==> src/rtl/square_pair_tx_if.sv <==
// Start/data request and serial pair outputs of the square generator.
// master drives the operand side; slave is the generator itself.
interface square_pair_tx_if;
    logic        i_Start;
    logic [7:0]  i_Data;
    logic        o_Busy;
    logic [1:0]  o_Pair;
    logic        o_Valid;
    logic        o_Done;
    logic [15:0] o_Square;

    modport master (
        output i_Start, i_Data,
        input  o_Busy, o_Pair, o_Valid, o_Done, o_Square
    );

    modport slave (
        input  i_Start, i_Data,
        output o_Busy, o_Pair, o_Valid, o_Done, o_Square
    );
endinterface

==> src/rtl/square_pair_tx.sv <==
// Squares an 8-bit operand by shift-add and streams the square MSB-first as 2-bit pairs.
// Start to o_Done is 9 + 8*P cycles; no backpressure, i_Start is ignored outside IDLE.
module square_pair_tx #(
    parameter int P_PAIR_PERIOD = 2
) (
    input  logic           i_clk,
    input  logic           i_Reset,
    square_pair_tx_if.slave bus
);

    typedef enum logic [1:0] {IDLE, MULT, SEND, DONE} state_t;

    localparam logic [3:0] PER_LAST = 4'(P_PAIR_PERIOD - 1);

    state_t      state, state_nxt;
    logic [7:0]  mcand, mcand_nxt;
    logic [7:0]  mplier, mplier_nxt;
    logic [15:0] acc, acc_nxt;
    logic [15:0] partial;
    logic [15:0] square, square_nxt;
    logic [2:0]  step, step_nxt;
    logic [2:0]  k, k_nxt;
    logic [3:0]  per_cnt, per_cnt_nxt;
    logic        busy, busy_nxt;
    logic        valid, valid_nxt;
    logic        done, done_nxt;
    logic [1:0]  pair, pair_nxt;

    assign partial = mplier[step] ? (16'(mcand) << step) : 16'h0000;

    always_comb begin
        state_nxt   = state;
        mcand_nxt   = mcand;
        mplier_nxt  = mplier;
        acc_nxt     = acc;
        square_nxt  = square;
        step_nxt    = step;
        k_nxt       = k;
        per_cnt_nxt = per_cnt;
        busy_nxt    = busy;
        pair_nxt    = pair;
        valid_nxt   = 1'b0;
        done_nxt    = 1'b0;

        case (state)
            IDLE: begin
                busy_nxt = 1'b0;
                pair_nxt = 2'b00;
                if (bus.i_Start) begin
                    mcand_nxt  = bus.i_Data;
                    mplier_nxt = bus.i_Data;
                    acc_nxt    = 16'h0000;
                    step_nxt   = 3'd0;
                    busy_nxt   = 1'b1;
                    state_nxt  = MULT;
                end
            end
            MULT: begin
                acc_nxt = acc + partial;
                if (step == 3'd7) begin
                    // First pair is launched together with the finished square.
                    square_nxt  = acc + partial;
                    k_nxt       = 3'd7;
                    per_cnt_nxt = 4'd0;
                    valid_nxt   = 1'b1;
                    pair_nxt    = square_nxt[15:14];
                    state_nxt   = SEND;
                end else begin
                    step_nxt = step + 3'd1;
                end
            end
            SEND: begin
                if (per_cnt == PER_LAST) begin
                    per_cnt_nxt = 4'd0;
                    if (k == 3'd0) begin
                        busy_nxt  = 1'b0;
                        done_nxt  = 1'b1;
                        pair_nxt  = 2'b00;
                        state_nxt = DONE;
                    end else begin
                        k_nxt     = k - 3'd1;
                        valid_nxt = 1'b1;
                        pair_nxt  = square[{k_nxt, 1'b0} +: 2];
                    end
                end else begin
                    per_cnt_nxt = per_cnt + 4'd1;
                end
            end
            DONE: begin
                state_nxt = IDLE;
            end
            default: begin
                state_nxt = IDLE;
            end
        endcase
    end

    always_ff @(posedge i_clk) begin
        if (i_Reset) begin
            state   <= IDLE;
            mcand   <= 8'h00;
            mplier  <= 8'h00;
            acc     <= 16'h0000;
            square  <= 16'h0000;
            step    <= 3'd0;
            k       <= 3'd0;
            per_cnt <= 4'd0;
            busy    <= 1'b0;
            valid   <= 1'b0;
            done    <= 1'b0;
            pair    <= 2'b00;
        end else begin
            state   <= state_nxt;
            mcand   <= mcand_nxt;
            mplier  <= mplier_nxt;
            acc     <= acc_nxt;
            square  <= square_nxt;
            step    <= step_nxt;
            k       <= k_nxt;
            per_cnt <= per_cnt_nxt;
            busy    <= busy_nxt;
            valid   <= valid_nxt;
            done    <= done_nxt;
            pair    <= pair_nxt;
        end
    end

    assign bus.o_Busy   = busy;
    assign bus.o_Pair   = pair;
    assign bus.o_Valid  = valid;
    assign bus.o_Done   = done;
    assign bus.o_Square = square;

endmodule

==> src/flat_wrapper.sv <==
// flat-port wrapper written by rule: the top's interface ports become plain ports
module square_pair_tx_flat 
#(
    parameter int P_PAIR_PERIOD = 2
)
  (i_clk, i_Reset, bus_i_Start, bus_i_Data, bus_o_Busy, bus_o_Pair, bus_o_Valid, bus_o_Done, bus_o_Square);
  square_pair_tx_if bus_i ();
  input  logic i_clk;
  input  logic i_Reset;
  input wire logic [$bits(bus_i.i_Start)-1:0] bus_i_Start;
  input wire logic [$bits(bus_i.i_Data)-1:0] bus_i_Data;
  output wire logic [$bits(bus_i.o_Busy)-1:0] bus_o_Busy;
  output wire logic [$bits(bus_i.o_Pair)-1:0] bus_o_Pair;
  output wire logic [$bits(bus_i.o_Valid)-1:0] bus_o_Valid;
  output wire logic [$bits(bus_i.o_Done)-1:0] bus_o_Done;
  output wire logic [$bits(bus_i.o_Square)-1:0] bus_o_Square;
  assign bus_i.i_Start = bus_i_Start;
  assign bus_i.i_Data = bus_i_Data;
  assign bus_o_Busy = bus_i.o_Busy;
  assign bus_o_Pair = bus_i.o_Pair;
  assign bus_o_Valid = bus_i.o_Valid;
  assign bus_o_Done = bus_i.o_Done;
  assign bus_o_Square = bus_i.o_Square;
  square_pair_tx #(.P_PAIR_PERIOD(P_PAIR_PERIOD)) u_core (.i_clk(i_clk), .i_Reset(i_Reset), .bus(bus_i));
endmodule
==> config.mk <==
export PLATFORM = sky130hd
export DESIGN_NAME = square_pair_tx_flat
export DESIGN_NICKNAME = d
export VERILOG_FILES = /design/src/rtl/square_pair_tx_if.sv /design/src/rtl/square_pair_tx.sv /design/src/flat_wrapper.sv
export SDC_FILE = /design/constraint.sdc
export NUM_CORES = 1
export LEC_CHECK = 0
export ABC_AREA = 1
export CAP_MARGIN = 15
export CORE_MARGIN = 5
export CORE_UTILIZATION = 60
export CTS_BUF_LIST = sky130_fd_sc_hd__clkbuf_4
export DETAILED_ROUTE_END_ITERATION = 10
export PLACE_DENSITY_LB_ADDON = 0.08
export SLEW_MARGIN = 20
export SYNTH_ARGS = -nofsm -noshare
export SYNTH_HDL_FRONTEND = slang
export SYNTH_SLANG_ARGS = --single-unit
==> constraint.sdc <==
create_clock -name i_clk -period 2.75 [get_ports i_clk]
set_input_delay 0.6875 -clock i_clk [delete_from_list [all_inputs] [get_ports i_clk]]
set_output_delay 0.6875 -clock i_clk [all_outputs]
set_load 0.05 [all_outputs]
### Word level (Yosys, flattened, before mapping)

Cells that the tools add are included.

* output and inout port bits: 21
* register bits: 57

* $add $sub $neg: 4
* muxes and demuxes: 33
* eq/ne operators: 11
* order comparisons: 1
* shift operators: 2
* reductions and logical operators: 16
* bitwise logic cells: 2

Operators by type and width (number)
* 16-bit 2-to-1 mux: 2
* 16-bit one-hot mux with 2 select lines: 1
* 16-bit adder: 1
* 16-bit by 5-bit indexed part select with 2-bit output: 1
* 8-bit by 3-bit left shift with 16-bit output: 1
* 3-bit 2-to-1 mux: 5
* 2-bit 2-to-1 mux: 7
* 3-bit one-hot mux with 2 select lines: 2
* 3-bit AND reduction: 3
* 1-bit 2-to-1 mux: 8
* 4-bit 2-to-1 mux: 2
* 2-bit one-hot mux with 4 select lines: 1
* 4-bit one-hot mux with 2 select lines: 1
* 2-bit AND reduction: 4
* 4-bit AND reduction: 2
* 2-bit by 1-bit != test with 1-bit output (second input constant): 3
* 2-bit != test (second input constant): 3
* 2-bit one-hot mux with 3 select lines: 1
* 2-bit nonzero test: 3
* 4-bit by 1-bit adder with 4-bit output (second input constant): 1
* 2-bit == test (second input constant): 2
* 4-bit by 1-bit == test with 1-bit output (second input constant): 1
* 3-bit by 4-bit < comparator with 1-bit output (second input constant): 1
* 1-bit one-hot mux with 2 select lines: 2
* other kinds (10): 11

### Depth between registers and ports, before layout

Gate-level depths: netlist of run 1.

* word-level depth: 6
* mapped depth: 20
* mapped depth without buffers: 20

### Worst setup path after synthesis of run 1

Ideal clock, no wire load.

* kind: reg2reg
* start: reg u_core.step[0]
* end: reg u_core.square[8], in the netlist u_core.bus.o_Square[8]
* slack: 0.303 ns
* arrival time: 2.331 ns
* clock period less this slack: 2.447 ns
* path buffers: 1
* cell stages (with the launch flop): 17
* library setup time: 0.117 ns
* cell sequence: dfxtp_1 -> buf_2 -> nor2_1 -> o211ai_2 -> nand2_1 -> o21ai_0 -> inv_1 -> ha_1 -> a21oi_1 -> nand3_2 -> nand2_1 -> nand2_1 -> or2_1 -> nand2_1 -> nand2_1 -> o211ai_1 -> inv_1

* word-level cells in the longest chain between the ends: 4

RTL lines
* from (decl): line square_pair_tx.sv:21 `logic [2:0] step, step_nxt;`
* from (signal assigned): line square_pair_tx.sv:118 `step <= step_nxt;`
* 1-bit binary-select mux with 3-bit select: line square_pair_tx.sv:29 `assign partial = mplier[step] ? (16'(mcand) << step) : 16'h0000;`
* 1-bit 2-to-1 mux (implied by the code): line square_pair_tx.sv:29
* 16-bit 2-to-1 mux: line square_pair_tx.sv:29
* 16-bit adder: line square_pair_tx.sv:62 `square_nxt = acc + partial;`
* to (signal assigned): line square_pair_tx.sv:117 `square <= square_nxt;`
* to (decl): line square_pair_tx.sv:20 `logic [15:0] square, square_nxt;`

Several ways; a longest one is shown, not always the timed one. The select of a mux whose other input is x is not followed.
A chain may end at the register's enable or synchronous reset.

### Worst setup path in the final report of run 1

* start: reg u_core.step[0]
* end: reg u_core.square[14], in the netlist u_core.bus.o_Square[14]

The elaborated chain is that of the path after synthesis.

==> results of run 1 <==
-- stage by stage --
stage | TNS (ns) | hold slack, ns | cells | utilization, %
2_1_floorplan | 0 | 0.444 | 567 | -
3_3_place_gp | -0.00567 | 0.457 | 676 | 70.0
3_5_place_dp | -0.0977 | 0.462 | 676 | 70.0
4_1_cts | 0 | 0.477 | 691 | 72.1
5_1_grt | -0.0809 | 0.506 | 696 | 76.4
6_report | 0 | 0.478 | 696 | 76.4
-- registers in the layout, indices dropped and copies added (netlist names) --
signal / count
u_core.acc: 16
u_core.bus.o_Square: 16
u_core.mcand: 8
u_core.per_cnt: 4
u_core.k: 3
u_core.step: 3
u_core.bus.o_Pair: 2
u_core.state: 2
u_core.bus.o_Busy: 1
u_core.bus.o_Done: 1
u_core.bus.o_Valid: 1
-- kinds of logic (layout without fill, tap and decap cells) --
logic type | count (synthesis) | in the layout | synth area share (%)
simple gates | 257 | 257 | 29.1
flops | 57 | 57 | 31.0
buf+inv | 98 | 152 | 10.3
xor+xnor | 9 | 9 | 2.14
compound gates | 120 | 120 | 18.5
fa+ha+maj | 26 | 26 | 9.03
-- per-layer routing --
metal	share of wire (%)	vias to the layer above	global-route usage (%)	wire length, µm
met5	0	-	0	0
met4	2.3	0	8.10	233
met3	7.0	29	5.12	712
met2	47	169	41.0	4740
met1	44	1778	34.5	4460
li1	-	1925	-	-
-- worst paths after layout --
path                                                  start                                    to  slack (ns)  cells after the start
worst min-delay path             u_core.acc[0]$_SDFFE_PP0P_            u_core.acc[0]$_SDFFE_PP0P_        0.48                      2
worst max-delay path            u_core.step[0]$_SDFFE_PP0P_  u_core.bus.o_Square[14]$_SDFFE_PP0P_        0.12                     20
worst min register to register   u_core.acc[0]$_SDFFE_PP0P_            u_core.acc[0]$_SDFFE_PP0P_        0.48                      2
worst max register to register  u_core.step[0]$_SDFFE_PP0P_  u_core.bus.o_Square[14]$_SDFFE_PP0P_        0.12                     20
-- what timing repair did --
action                                 in CTS  in global routing
setup endpoints to repair                   3                 22
pin swaps                                   0                 10
setup buffers                               0                  5
endpoints found under the hold margin       0                  0
resized for setup                           2                 58
-- final cells by class --
| class | count | share of cell area (%) |
|---|---|---|
| Clock buffer | 10 | 1.65 |
| Sequential cell | 57 | 25.2 |
| Clock inverter | 5 | 1.04 |
| Tap cell | 75 | 2.06 |
| Inverter | 80 | 6.60 |
| Multi-Input combinational cell | 412 | 52.4 |
| Timing Repair Buffer | 57 | 11.1 |
-- power groups by stage --
stage	Sequential (mW)	Clock (mW)	Combinational, mW
floorplan	1.07	0	1.10
global placement	1.05	0	1.52
detailed placement	1.06	0	1.56
CTS	1.04	0.591	1.57
global route	1.07	0.643	2.00
finish	1.05	0.596	1.81
-- worst register-to-register path, stage by stage (launching register included) --
cell and delay (ns):
dfxtp_4 0.39, buf_4 0.16, nand2_1 0.10, o21ai_4 0.08, nand2_1 0.07, o21ai_1 0.14, nor2_1 0.09, o21ai_2 0.12
inv_1 0.08, ha_4 0.29, nand2_1 0.10, inv_2 0.08, nand2_2 0.06, nor3_2 0.19, nand2_1 0.13, nand2_1 0.09
nand2_1 0.07, nand2_1 0.08, nand2_1 0.05, o211ai_1 0.09, inv_1 0.06
-- Yosys cell counts, types with 7 or more instances --
master    count
clkbuf_1     10
o21ai_0      45
xor2_1        7
nand3_1      18
nor3_1       10
nor2_1       66
nand2_1     143
ha_1         25
inv_1        77
dfxtp_1      57
o211ai_1     10
a21oi_1      43
==> implementation parameters, run 1 <==
Parameter                              Value

Run status
  Outcome ... finished clean

Yosys
  Library cell occupying the most area in the post-synthesis netlist ... dfxtp_1
  Number of warning messages in the yosys log ... 0
  Flip-flop and latch count after synthesis ... 57
  Fraction of synthesis flops using an asynchronous set or reset pin ... 0%
  Count of unique library cells instantiated by Yosys ... 37
  Synthesized cell area ... 3680 µm²
  Synthesized instance count ... 567
  Post-synth EDFFs ... 0
  Most used flip-flop cell after synthesis ... dfxtp_1
  Sequential element share of the synthesized area ... between 30% and 40%
  Post-Synthesis Net Count ... around 600
  Mapped Avg Cell Area ... ~6.5 µm²
  Synth top area cells ... dfxtp_1 31%, nand2_1 15%, ha_1 8.5%
  Area share of the largest cell type after synthesis ... a little under a third

Route
  Wire length after detailed routing ... between 10,000 and 15,000 µm
  Routed vias ... 3,901
  Per-cell routed wire length ... around 15 µm
  First drt pass iteration count ... 8
  Detailed-route vias per instance ... 5.60
  Final routed DRC violation total ... 0
  Drt initial violations ... 318
  Post-detailed-route count of antenna-violating nets ... 0

STA
  Rel. slew slack ... between 50 and 60%
  Min Tclk post-route ... 2.63 ns
  Final count of negative-setup-slack endpoints ... 0
  Slew at the pin with the worst max-slew slack ... 0.733 ns
  Highest Clock Rate ... ~0.38 GHz
  Final Max Tran Viols ... 0
  Number of hold violations in the final report ... 0
  Setup clock skew after layout ... 0.00998 ns
  Setup slack of the critical path after layout ... ~0.12 ns
  Final clock period utilization by the worst path ... a little over nine tenths

Clock network
  Level count of the clock H-tree ... 3
  CTS tree ... yes
  Source-to-sink clock delay at the later pin of the worst-skew pair ... 0.40 ns
  CTS buffer count ... 9
  CTS Buffer Depth ... 2
  Number of clock sinks seen by CTS ... 57
  Clk root buf ... clkbuf_4
  CTS hold repair buffers ... 0
  Register clock-pin slew on the reported worst setup and hold paths ... around 0.1 ns

Setup path
  Cell repeated most along the worst path ... nand2_1
  Buffer and inverter count on the worst path ... 4
  Critical path's top delay family ... simple AND/OR/NAND/NOR gates
  Worst-path fanout max ... 6
  Startpoint Class ... flip-flop
  Endpoint type of the worst setup path ... flip-flop
  Slowest-stage cell, CP ... dfxtp_4
  Data required time of the worst path ... 3.04 ns
  Worst setup path category ... reg2reg
  Highest cell delay on the worst timing path ... between 0.3 and 0.4 ns
  Worst endpoint data arrival time ... 2.92 ns
  Crit-path cells ... buf_4 > nand2_1 > o21ai_4 > nand2_1 > o21ai_1 > nor2_1 > o21ai_2 > inv_1 > ha_4 > nand2_1 > inv_2 > nand2_2 > nor3_2 > nand2_1 > nand2_1 > nand2_1 > nand2_1 > nand2_1 > o211ai_1 > inv_1

Finish
  Number of nets in the layout ... between 600 and 700
  Commonest non-fill, non-tap cells in the layout ... 136 x nand2_1, 74 x inv_1, 63 x nor2_1, 56 x dfxtp_1, 41 x a21oi_1
  Number of filler instances in the final layout ... about 460
  Diode insertion count for antenna repair ... 0
  Register area ... about 1100 µm²
  Fraction of final layout cells sized beyond drive strength 1 ... 15.9%
  Commonest non-fill, non-tap cell in the layout ... nand2_1
  Summed area of non-filler cells in the final layout ... between 4000 and 5000 µm²
  Syn-to-layout area delta ... 23.5%
  Multi-input gate area ... between 2000 and 2500 µm²

Global routing
  Global router's overall resource usage ... about a quarter
  Residual overflow from global routing ... 0
  Vias in the first global route ... about 3,400
  Wire length of the first global-routing pass ... 15,800 µm
  Initial antenna violation count ... 0
  Largest net degree at the start of global routing ... 31

Power and ir drop
  Switching power ... ~1.6 mW
  Total power ... 3.46 mW
  Design internal power ... ~1.9 mW
  Sequential cell fraction of total power ... a little under a third
  Comb pwr share ... 52.4%
  Peak supply drop ... between 700 and 800 µV
  Power density over the cells ... about 760 nW/µm²
  Switching power as a share of total power ... between 40% and 50%
  Leakage ... 2.13 nW
  Clock share of power ... between 10% and 20%

Placed design
  Total placed instance area ... around 4200 µm²
  Pre-CTS WS ... -0.0504 ns
  Final HPWL DP ... around 7200 µm
  Routability-driven placement congestion ratio ... between 0.9 and 1
  PortBufs ... 31

Floorplan
  Chip height ... about 90 µm
  Overall die width ... a little under 90 µm
  Die outline area ... 7810 µm²
  Number of cell rows ... 28
  Starting density of the core ... 61.9%
  Core outline area ... slightly below 6000 µm²
  I/O pins ... 32

Worst hold path
  Worst hold path type ... reg2reg

Job
  Max-cap violations ... 0
Power figures use the tool's default switching activity.
==> inputs of run 2 (changes only) <==
--- a/config.mk
+++ b/config.mk
@@ -6,7 +6,7 @@
 export NUM_CORES = 1
 export LEC_CHECK = 0
 export ABC_AREA = 1
-export CAP_MARGIN = 15
+export CAP_MARGIN = 10
 export CORE_MARGIN = 5
 export CORE_UTILIZATION = 60
 export CTS_BUF_LIST = sky130_fd_sc_hd__clkbuf_4
==> results of run 2 <==
The final DEF is identical to that of run 1; final timing and power are the same.
==> patch (config.mk and constraints of run 1) <==
Encoding of `state_t`: now Gray code (2 bits for 4 states).
--- a/src/rtl/square_pair_tx.sv
+++ b/src/rtl/square_pair_tx.sv
@@ -8,7 +8,7 @@
     square_pair_tx_if.slave bus
 );
 
-    typedef enum logic [1:0] {IDLE, MULT, SEND, DONE} state_t;
+    typedef enum logic [1:0] {IDLE = 2'b00, MULT = 2'b01, SEND = 2'b11, DONE = 2'b10} state_t;
 
     localparam logic [3:0] PER_LAST = 4'(P_PAIR_PERIOD - 1);
 
Function: same outputs for any inputs over 10 cycles, from zero or initial values and one cycle with i_Reset high; not proved beyond that.
==> patch against run 1 <==
  * Sequential cell count unchanged
  * Count of clock-buffer cells in the layout increased by 2
  * Area after synthesis rose by 0.58%
  * Synthesized cell count fell by 2.3%
  * Hold slack improved by 2.4 ps
  * Cell area shrank 3.0%
  * Non-clock buffer count decreased by 14
  * Setup slack better by 31 ps
  * Global-route usage down 0.52 points
  * Critical path depth decreased by 1
  * Die area is 0.51% higher
  * Routed wire length fell by 5.1%
Power is not compared: it rests on default switching activity, and its combinational part moved more than twofold at a synthesized area within 25%.
==> patch: results (changes against run 1) <==
metric,value,unit,change
cts.repair.resized,2,,unchanged
drt-pass1-iter-count,5,,-3
place_congestion,0.989,,-0.18%
wl_met3,545,um,-23%
critical_path_peak_fanout,7,,+1
logic_gate_share_of_total_power,0.210,,
grt_use_met2,0.396,,-0.0136
worstPathArrival,2890,ps,-30 ps
drive_above_1_share,0.186,,+0.0268
cts_post_setup_buffers_inserted,0,,unchanged
synth_top_area_frac,0.308,,-0.00178
clock_tree.buffer_depth,2,,unchanged
asyncSetResetFlopFracSynth,0,,unchanged
power.density_cell_area,396,nW/um^2,
dr.max_layer_used,met4,,
max_stage_delay,370,ps,-20 ps
dpl.cell_count,653,,-3.4%
antenna_found_initial,0,,unchanged
clock_skew_after_layout,7.66,ps,-2.32 ps
startpoint,u_core.step[0],,
fin_nets,624,,-4.6%
layout.cells.non_filler,671,,-3.6%
post-dp-hpwl,6.98,mm,-3.3%
n_antenna_cell,0,,unchanged
synthesis.area_per_instance,6.69,um^2,+2.9%
track_usage,0.250,,-0.00522
synth_area_leaders,"sky130_fd_sc_hd__dfxtp_1 31%, sky130_fd_sc_hd__nand2_1 14%, sky130_fd_sc_hd__ha_1 7.1%",,
irDropWorstVdd,320,uV,
port_buffers,31,,unchanged
synth_common_cells,"140 x sky130_fd_sc_hd__nand2_1, 62 x sky130_fd_sc_hd__inv_1, 57 x sky130_fd_sc_hd__dfxtp_1",,
numCtsBuffers,9,,unchanged
p_leak,2.00,nW,
met2RoutedLength,4.31,mm,-9.1%
grt_max_degree,38,,+23%
dp_worst_setup_slack,-59.8,ps,-9.39 ps
timing.critical_path.slowest_stage_cell,sky130_fd_sc_hd__dfxtp_4,,
cts_root_buffer,sky130_fd_sc_hd__clkbuf_4,,
ys_seq_area_frac,0.308,,-0.00178
drt_iter0_drc,189,,-41%
clk_latency,400,ps,about the same
run_status,"complete, no violations",,
mappedNetlistNets,587,,-2.8%
via_count_of_the_first_global_routing_pass,3164,,-7.3%
met1_length,4.56,mm,+2.1%
post_detailed_placement_cell_area,4100,um^2,-1.6%
yosysWarningCount,0,,unchanged
detailroute.via_count,3661,,-6.2%
grtUsageMet1,0.350,,+0.00526
grt_first_pass_wirelength,15.2,mm,-4.1%
ctsHtreeMaxLevel,3,,unchanged
worstHoldStart,u_core.bus.o_Square[2],,
clockPowerShare,0.294,,
wl_per_cell,14.4,um,-1.5%
timing_worst_slew_pin_value,606,ps,-127 ps
gr-usage-met3,0.0484,,-0.00279
worst_setup_hold_path_clk_slew,90,ps,
ys_types,40,,+8.1%
==> patch: kinds of logic (layout without fill, tap and decap cells) <==
kind of cell	count (synthesis)	after routing	share of synthesized area
xor+xnor	9	9	0.0213
flops	57	57	0.308
buf+inv	99	141	0.106
simple gates	250	250	0.296
compound gates	117	117	0.192
fa+ha+maj	22	22	0.0763
==> patch: cell type report <==
| type | count | area [um^2] |
|---|---|---|
| Multi-Input combinational cell | 398 | 2360 |
| Clock inverter | 4 | 20.0 |
| Sequential cell | 57 | 1140 |
| Inverter | 82 | 308 |
| Tap cell | 75 | 93.8 |
| Clock buffer | 12 | 90.1 |
| Fill cell | 489 | 1540 |
| Timing Repair Buffer | 43 | 398 |
==> patch: path summary, 6_finish.rpt <==
kind | endpoint | slack (ps) | cells past startpoint
max | u_core.bus.o_Square[11] | 150 | 19
min | u_core.bus.o_Square[2] | 480 | 2
max reg2reg | u_core.bus.o_Square[11] | 150 | 19
min reg2reg | u_core.bus.o_Square[2] | 480 | 2
